[src/rtl/store_buffer_pkg.sv]
// Shared constants and entry layout for the posted-write store buffer.
package store_buffer_pkg;

    localparam int SB_DEPTH = 4;
    localparam int SB_PTR_W = 2;

    // Clears the byte offset so the RAM always sees a word-aligned address.
    localparam logic [31:0] SB_WORD_MASK = 32'hFFFF_FFFC;

    typedef struct packed {
        logic [29:0] waddr;
        logic [3:0]  byteen;
        logic [31:0] wdata;
    } sb_entry_t;

endpackage

[src/rtl/store_buffer_lane_merge.sv]
// Byte-lane merge of a new store into an existing buffered word.
module sb_lane_merge (
    input  logic [3:0]  old_byteen_i,
    input  logic [31:0] old_wdata_i,
    input  logic [3:0]  new_byteen_i,
    input  logic [31:0] new_wdata_i,
    output logic [3:0]  merged_byteen_o,
    output logic [31:0] merged_wdata_o
);

    // Newly enabled lanes overwrite the old bytes; other lanes keep their data.
    always_comb begin
        merged_byteen_o = old_byteen_i | new_byteen_i;
        merged_wdata_o  = old_wdata_i;
        for (int i = 0; i < 4; i++) begin
            if (new_byteen_i[i]) begin
                merged_wdata_o[8*i +: 8] = new_wdata_i[8*i +: 8];
            end
        end
    end

endmodule

[src/rtl/store_buffer.sv]
// Posted-write store buffer: queues aligned stores, merges back-to-back
// stores to the same word, drains to the data RAM and flags load hazards.
//
// Bus handshake: bus_valid is high whenever an entry is pending and the bus_*
// payload is the head entry, held stable until the cycle bus_valid && bus_ready
// are both high; that cycle the head retires. The store side has no valid bit:
// a nonzero in_byteen is the request, and it is taken only when in_ready is high.
module store_buffer
    import store_buffer_pkg::*;
#(
    parameter int DEPTH = SB_DEPTH,
    parameter int PTR_W = SB_PTR_W
) (
    input  logic        clk,
    input  logic        reset_n,
    input  logic [31:0] in_addr,
    input  logic [3:0]  in_byteen,
    input  logic [31:0] in_wdata,
    output logic        in_ready,
    output logic        bus_valid,
    output logic [31:0] bus_addr,
    output logic [3:0]  bus_byteen,
    output logic [31:0] bus_wdata,
    input  logic        bus_ready,
    input  logic        ld_check,
    input  logic [31:0] ld_addr,
    output logic        ld_hazard,
    output logic        empty
);

    localparam logic [PTR_W:0]   FULL_CNT = (PTR_W+1)'(DEPTH);
    localparam logic [PTR_W:0]   CNT_ONE  = (PTR_W+1)'(1);
    localparam logic [PTR_W-1:0] PTR_ONE  = PTR_W'(1);

    sb_entry_t        entry_q [DEPTH];
    sb_entry_t        entry_d [DEPTH];
    logic [DEPTH-1:0] valid_q, valid_d;
    logic [PTR_W-1:0] head_q, head_d;
    logic [PTR_W-1:0] tail_q, tail_d;
    logic [PTR_W:0]   count_q, count_d;

    logic [PTR_W-1:0] tail_m1;
    logic             store_req, do_merge, do_enq, do_deq;
    logic [3:0]       merged_byteen;
    logic [31:0]      merged_wdata;
    logic             ld_hit;

    // Byte offsets are irrelevant: both the bus and hazard compare work on words.
    logic unused_offset_bits;
    assign unused_offset_bits = ^{in_addr[1:0], ld_addr[1:0]};

    assign tail_m1   = tail_q - PTR_ONE;
    assign in_ready  = (count_q != FULL_CNT);
    assign bus_valid = (count_q != '0);
    assign empty     = (count_q == '0);
    assign do_deq    = bus_valid && bus_ready;
    assign store_req = (in_byteen != 4'b0000) && in_ready;

    // A store coalesces into the newest entry unless that entry is the only one and is leaving now.
    assign do_merge = store_req && (count_q != '0)
                   && (entry_q[tail_m1].waddr == in_addr[31:2])
                   && !((count_q == CNT_ONE) && do_deq);
    assign do_enq   = store_req && !do_merge;

    sb_lane_merge u_lane_merge (
        .old_byteen_i    (entry_q[tail_m1].byteen),
        .old_wdata_i     (entry_q[tail_m1].wdata),
        .new_byteen_i    (in_byteen),
        .new_wdata_i     (in_wdata),
        .merged_byteen_o (merged_byteen),
        .merged_wdata_o  (merged_wdata)
    );

    // Head payload is gated so an empty buffer presents an all-zero bus.
    always_comb begin
        bus_addr   = '0;
        bus_byteen = '0;
        bus_wdata  = '0;
        if (bus_valid) begin
            bus_addr   = {entry_q[head_q].waddr, 2'b00} & SB_WORD_MASK;
            bus_byteen = entry_q[head_q].byteen;
            bus_wdata  = entry_q[head_q].wdata;
        end
    end

    // Any pending word matching the load word is a hazard, including the retiring head.
    always_comb begin
        ld_hit = 1'b0;
        for (int i = 0; i < DEPTH; i++) begin
            if (valid_q[i] && (entry_q[i].waddr == ld_addr[31:2])) begin
                ld_hit = 1'b1;
            end
        end
        ld_hazard = ld_check && ld_hit;
    end

    // Next-state for entries, pointers and occupancy.
    always_comb begin
        entry_d = entry_q;
        valid_d = valid_q;
        head_d  = head_q;
        tail_d  = tail_q;
        count_d = count_q;
        if (do_merge) begin
            entry_d[tail_m1].byteen = merged_byteen;
            entry_d[tail_m1].wdata  = merged_wdata;
        end
        if (do_enq) begin
            entry_d[tail_q].waddr  = in_addr[31:2];
            entry_d[tail_q].byteen = in_byteen;
            entry_d[tail_q].wdata  = in_wdata;
            valid_d[tail_q]        = 1'b1;
            tail_d                 = tail_q + PTR_ONE;
        end
        if (do_deq) begin
            valid_d[head_q] = 1'b0;
            head_d          = head_q + PTR_ONE;
        end
        case ({do_enq, do_deq})
            2'b10:   count_d = count_q + CNT_ONE;
            2'b01:   count_d = count_q - CNT_ONE;
            default: count_d = count_q;
        endcase
    end

    // State registers; reset discards every pending entry.
    always_ff @(posedge clk or negedge reset_n) begin
        if (!reset_n) begin
            for (int i = 0; i < DEPTH; i++) begin
                entry_q[i] <= '0;
            end
            valid_q <= '0;
            head_q  <= '0;
            tail_q  <= '0;
            count_q <= '0;
        end else begin
            for (int i = 0; i < DEPTH; i++) begin
                entry_q[i] <= entry_d[i];
            end
            valid_q <= valid_d;
            head_q  <= head_d;
            tail_q  <= tail_d;
            count_q <= count_d;
        end
    end

endmodule

[config.mk]
export PLATFORM = sky130hd
export DESIGN_NAME = store_buffer
export DESIGN_NICKNAME = d
export VERILOG_FILES = /design/src/rtl/store_buffer_pkg.sv /design/src/rtl/store_buffer_lane_merge.sv /design/src/rtl/store_buffer.sv
export SDC_FILE = /design/constraint.sdc
export NUM_CORES = 1
export LEC_CHECK = 0
export ABC_CLOCK_PERIOD_IN_PS = 3800
export BUFFER_PORTS_ARGS = -buffer_cell sky130_fd_sc_hd__clkbuf_2
export CORE_MARGIN = 2
export CORE_UTILIZATION = 55
export CTS_CLUSTER_SIZE = 12
export DETAILED_ROUTE_END_ITERATION = 12
export PLACE_DENSITY_LB_ADDON = 0.08
export REMOVE_ABC_BUFFERS = 1
export SETUP_SLACK_MARGIN = 0.1
export SYNTH_ARGS = -nofsm -noshare
export SYNTH_HDL_FRONTEND = slang
export SYNTH_HIERARCHICAL = 1
export SYNTH_SLANG_ARGS = --single-unit
[constraint.sdc]
create_clock -name clk -period 3.8 [get_ports clk]
set_input_delay 0.38 -clock clk [delete_from_list [all_inputs] [get_ports clk]]
set_output_delay 0.38 -clock clk [all_outputs]
set_load 0.005 [all_outputs]
Word level (Yosys, flattened, before mapping)
Cells that the tools add are included.
{ "op_classes": {"addsub": 5, "order_cmp": 9, "n_eq_ne": 9, "mux": 41, "bitwise_logic": 7, "reduce_logical": 22} }
{ "ops": {"columns": ["op", "n"], "rows": [
  ["264-bit bitwise mux", 5],
  ["66-bit demux with 2-bit select", 5],
  ["264-bit two-way mux", 2],
  ["66-bit two-way mux", 5],
  ["66-bit binary-select mux with 2-bit select", 2],
  ["30-bit equality test", 5],
  ["32-bit two-way mux", 4],
  ["36-bit two-way mux", 2],
  ["8-bit two-way mux", 4],
  ["1-bit logical AND", 16],
  ["4-bit two-way mux", 3],
  ["3-bit greater-or-equal comparator (second input constant)", 3],
  ["2-bit inverter with 3-bit output", 3],
  ["4-bit OR", 2],
  ["2-bit by 3-bit < comparator with 1-bit output (second input constant)", 2],
  ["3-bit by 1-bit < comparator with 1-bit output (second input constant)", 2],
  ["1-bit two-way mux", 6],
  ["3-bit one-hot mux with 2 select lines", 1],
  ["2-bit by 1-bit adder with 2-bit output (second input constant)", 2],
  ["4-bit bitwise AND", 1],
  ["1-bit demux with 2-bit select", 2],
  ["2-bit by 1-bit greater-or-equal comparator with 1-bit output (second input constant)", 2],
  ["4-bit inverter", 1],
  ["4-bit nonzero test", 1],
  ["11 further kinds", 12]
]} }
{ "totals": {"reg_bits": 275, "output_inout_bits": 72, "word_cells": 109} }

Logic depth before layout (Yosys ltp)
{ "depth": {"ltp_word": 13, "mapped_depth": 21} }

Modules after synthesis
Netlist, hierarchy kept.
{ "by_module_without_submodules": {"columns": ["mod", "instances", "cells_per_inst", "area_each_um2"], "rows": [
  ["store_buffer", 1, 1696, 18501.5],
  ["sb_lane_merge", 1, 40, 550.5]
]} }

Least setup slack after synthesis
OpenSTA, ideal clock, no wires.
{ "synth_timing": {"path_kind": "register -> register", "start": "reg tail_q[0]", "end": "reg count_q[2]", "setup_ps": 122, "arrival_time_ps": 4075, "required_time_ps": 3678, "setup_slack_ps": -398, "path_stages_with_launch": 22, "path_buffers": 8, "period_less_slack_ps": 4198, "cell_sequence": "dfrtp_1 -> buf_4 -> clkinv_1 -> ha_1 -> buf_2 -> buf_4 -> buf_4 -> buf_2 -> mux2i_1 -> nor2_1 -> a2111oi_0 -> a31oi_1 -> and4b_1 -> buf_2 -> buf_2 -> buf_2 -> a21oi_1 -> inv_1 -> ha_1 -> mux2i_1 -> nor2_1 -> xnor2_1"} }
{ "synth_via": {"elab_chain_len": 12} }
{ "synth_rtl": {"columns": ["element", "line_no", "rtl"], "rows": [
  ["start: declaration", "store_buffer.sv:39", "logic [PTR_W-1:0] tail_q, tail_d;"],
  ["start signal: assignment", "store_buffer.sv:142", "tail_q <= tail_d;"],
  ["2-bit by 1-bit subtractor with 2-bit output *", "store_buffer.sv:52", "assign tail_m1 = tail_q - PTR_ONE;"],
  ["net tail_m1[0]", "store_buffer.sv:42", "logic [PTR_W-1:0] tail_m1;"],
  ["2-bit inverter with 3-bit output (implied by the code) *", "store_buffer.sv:61", "&& (entry_q[tail_m1].waddr == in_addr[31:2])"],
  ["66-bit binary-select mux with 2-bit select *", "store_buffer.sv:61", null],
  ["66-bit two-way mux * (2 in series)", null, null],
  ["30-bit equality test *", "store_buffer.sv:61", null],
  ["1-bit logical AND *", "store_buffer.sv:61", null],
  ["1-bit logical AND *", "store_buffer.sv:62", "&& !((count_q == CNT_ONE) && do_deq);"],
  ["1-bit zero test *", "store_buffer.sv:63", "assign do_enq = store_req && !do_merge;"],
  ["1-bit logical AND *", "store_buffer.sv:63", null],
  ["2-bit by 1-bit equality test with 1-bit output or 2-bit equality test (tied branches)", "store_buffer.sv:119", "case ({do_enq, do_deq})"],
  ["3-bit one-hot mux with 2 select lines or 2-bit nonzero test (tied branches)", null, null],
  ["end signal: assignment", "store_buffer.sv:143", "count_q <= count_d;"],
  ["end: declaration", "store_buffer.sv:40", "logic [PTR_W:0] count_q, count_d;"]
]} }
Mark *: on every way through the listed nets, which the timed path passes. The rest lies on a longest branch. The select of a mux whose other input is x is not followed.
A chain may end at the register's enable or synchronous reset.

==> results.md <==
- Post-synth ARST share: 1.00
- Detail Route Antenna Nets: 0
- Initial core utilization: 0.556
- Port-buffer cells: 169
- Worst Slack Setup Final: 0.154 ns
- Worst-path clk slew: 0.06 ns
- Clock sinks: 275
- Pwr/cell area: 1020 nW/um^2
- Largest net degree at the start of global routing: 145
- Routed vias: 16677
- Critical-path cell list: clkinv_1 > ha_4 > buf_4 > mux4_2 > xnor2_1 > nand2_1 > or4b_1 > nor4_4 > buf_6 > buf_12 > buf_16 > nand3_1 > a31oi_2
- Die Width: 190 microns
- Count of max-cap constraint violations: 0
- RSZ-0062 raised after global routing: yes
- H-Tree Depth: 2
- Worst-case clock buffer depth: 3
- Post-Place Worst Slack: 0.0316 ns
- Global route overflow: 0
- CP arrival: 4.08 ns
- CP Max Fanout: 23
- DRT Pass-1 Iters: 6
- Rel. slew slack: 0.387
- LEAKAGE: 7.93 nW
- Final Util: 0.640
- First-pass GRT wire length: 100000 microns
- WL/cell: 29.0 microns
- Setup CP Type: reg2reg
- Register area share after synthesis: 0.361
- Worst VDD drop: 0.614 mV
- Hold/Removal Path Class: in2reg
- #FFs+latches synth: 275
- # setup viols final: 0
- Max Slew Vio Count: 0
- Rows: 68
- Routed wire length: 66500 microns
- Status: completed
- Cells after Synth: 1736
- Gpl congestion: 0.955
- GRT Total Usage: 0.360
- DRC: 0
- Initial DRC count: 2329
- Num ports: 176
- Synth cell types: 50
- Main flop type after synthesis: dfrtp_1
- CTS root buf: clkbuf_16
- CTS Buf Count: 35
- Syn-to-layout area delta: 15.2%
- Via-to-Cell Ratio: 7.26
- Shortest period the worst path allows: 3.65 ns
- NumNets Final: 1932
- Syn avg cell area: 11.0 sq um
- Ys Warns: 6
- CTS tree: done
- Initial antenna violation count: 4
- DIE HEIGHT: 190 microns
- Nature of the critical path endpoint: flip-flop
- Die area: 36100 sq um
- Detailed Place HPWL: 38100 microns
- Final period utilization: 0.959
- Critical Path Start Type: flip-flop
- Clk_lat worst skew: 0.54 ns
- Critical Path RT: 4.24 ns
- Cell Area, Synth: 19100 sq um
- TNS Setup: 0 ns
- Peak Freq: 274 MHz
- Core area: 34300 sq um
- Slew @ Worst Pin: 0.920 ns
- Vias in the first global route: 16476
- Worst path slowest cell: or4b_1
- Crit-path max cell delay: 0.57 ns
- Final Hold Fails: 0
- EDFF count, synth: 0
- Layout cells sized above 1: 0.321
- Worst Clk Skew: 0.0143 ns
-- per-layer routing --
layer  wire [microns]  share of wire  global-route usage  vias to the layer above
met1            25900           0.39               0.479                     8380
met5               16        0.00024                   0                        -
met4             2900          0.044               0.169                        2
met3             6040          0.091              0.0627                      213
met2            31600           0.48               0.577                     1081
li1                 -              -                   -                     7001
-- cell usage after synthesis, types with 33 or more instances --
cell type	count	area (sq um)
a2111oi_0	146	1280
xor2_1	45	394
o21ai_0	148	741
dfrtp_1	275	6880
clkbuf_1	148	556
nand3_1	149	746
mux2_2	102	1150
a31oi_1	145	907
mux4_2	124	2790
nand4_1	33	206
xnor2_1	103	902
nor2b_1	67	419
buf_2	34	170
-- metrics by stage --
stage | instances | power, mW | hold slack, ns | area (sq um)
3_5_place_dp | 2214 | 18.5 | 0.508 | 20500
2_1_floorplan | 1529 | 14.2 | 0.0844 | 18100
3_3_place_gp | 2214 | 18.3 | 0.502 | 20500
5_1_grt | 2295 | 23.4 | 0.160 | 21900
4_1_cts | 2281 | 22.0 | 0.135 | 21700
6_report | 2297 | 22.3 | 0.143 | 21900
-- timing repair --
| action | in CTS | in global routing |
|---|---|---|
| endpoints found under the setup margin | 6 | 145 |
| resized for setup | 1 | 20 |
| buffers inserted | 3 | 10 |
| endpoints found under the hold margin | 70 | 0 |
| pin swaps | 1 | 4 |
| hold buffers | 1 | 0 |
| gates cloned | 0 | 4 |
-- report_power, final --
group | switching (mW) | internal (mW)
combinational | 6.37 | 6.55
clock | 1.36 | 1.98
sequential | 1.61 | 4.47
-- worst max-delay path: cells and delay by family (launching register included) --
kind / cells / cell delay, ns
mux: 1 / 0.30
simple gates: 4 / 1.04
compound gates: 1 / 0.22
fa+ha+maj: 1 / 0.39
buf+inv: 5 / 0.79
flops: 1 / 0.42
xor+xnor: 1 / 0.35
-- flip-flops by register name, summed over array words and instances, names as in the netlist --
signal   count
count_q      3
entry_q    264
head_q       2
tail_q       2
valid_q      4
-- cell usage in the layout (no fill, tap or decap), types with 19 or more instances in the layout --
cell	instances
dfrtp_1	272
clkbuf_2	168
nand3_1	149
o21ai_0	148
a2111oi_0	144
a31oi_1	143
mux4_2	124
mux2_2	102
xnor2_1	99
nor2b_1	67
xor2_1	45
buf_4	45
clkbuf_16	39
nand4_1	33
mux2_4	32
buf_12	24
mux2_1	21
mux2i_1	19
-- path summary, 6_finish.rpt --
check                      slack [ns]      endpoint  cells after the start  startpoint
min reg2reg                      0.52    count_q[1]                      2  count_q[1]
min                              0.14  entry_q[106]                      2  in_addr[6]
max reg2reg                      0.15   entry_q[19]                     13   tail_q[0]
max                              0.15   entry_q[19]                     13   tail_q[0]
max in group asynchronous        2.18   entry_q[11]                      3     reset_n
min in group asynchronous        0.49  entry_q[198]                      2     reset_n
-- kinds of logic (layout without fill, tap and decap cells) --
group                      after synthesis  count (layout)  synth area share
muxes                                  298             298             0.254
and+or+nand+nor                        311             311            0.0917
xor gates and xnor gates               148             148            0.0680
AOI/OAI and AO/OA                      467             467             0.165
DFF                                    275             275             0.361
other                                    1               4          0.000197
buffers and inverters                  222             325            0.0503
adders and majority gates               14              14           0.00919
-- final cells by class --
cell class | instances | area, sq um
multi-input cells | 1240 | 11400
well taps | 455 | 569
inverters | 14 | 52.6
repair buffers | 248 | 1880
diodes | 2 | 5.00
fillers | 2766 | 12300
flip-flops and latches | 275 | 6890
clock inverters | 12 | 96.3
clock buffers | 51 | 1050
Note: power is estimated with default switching activity, not from simulation.
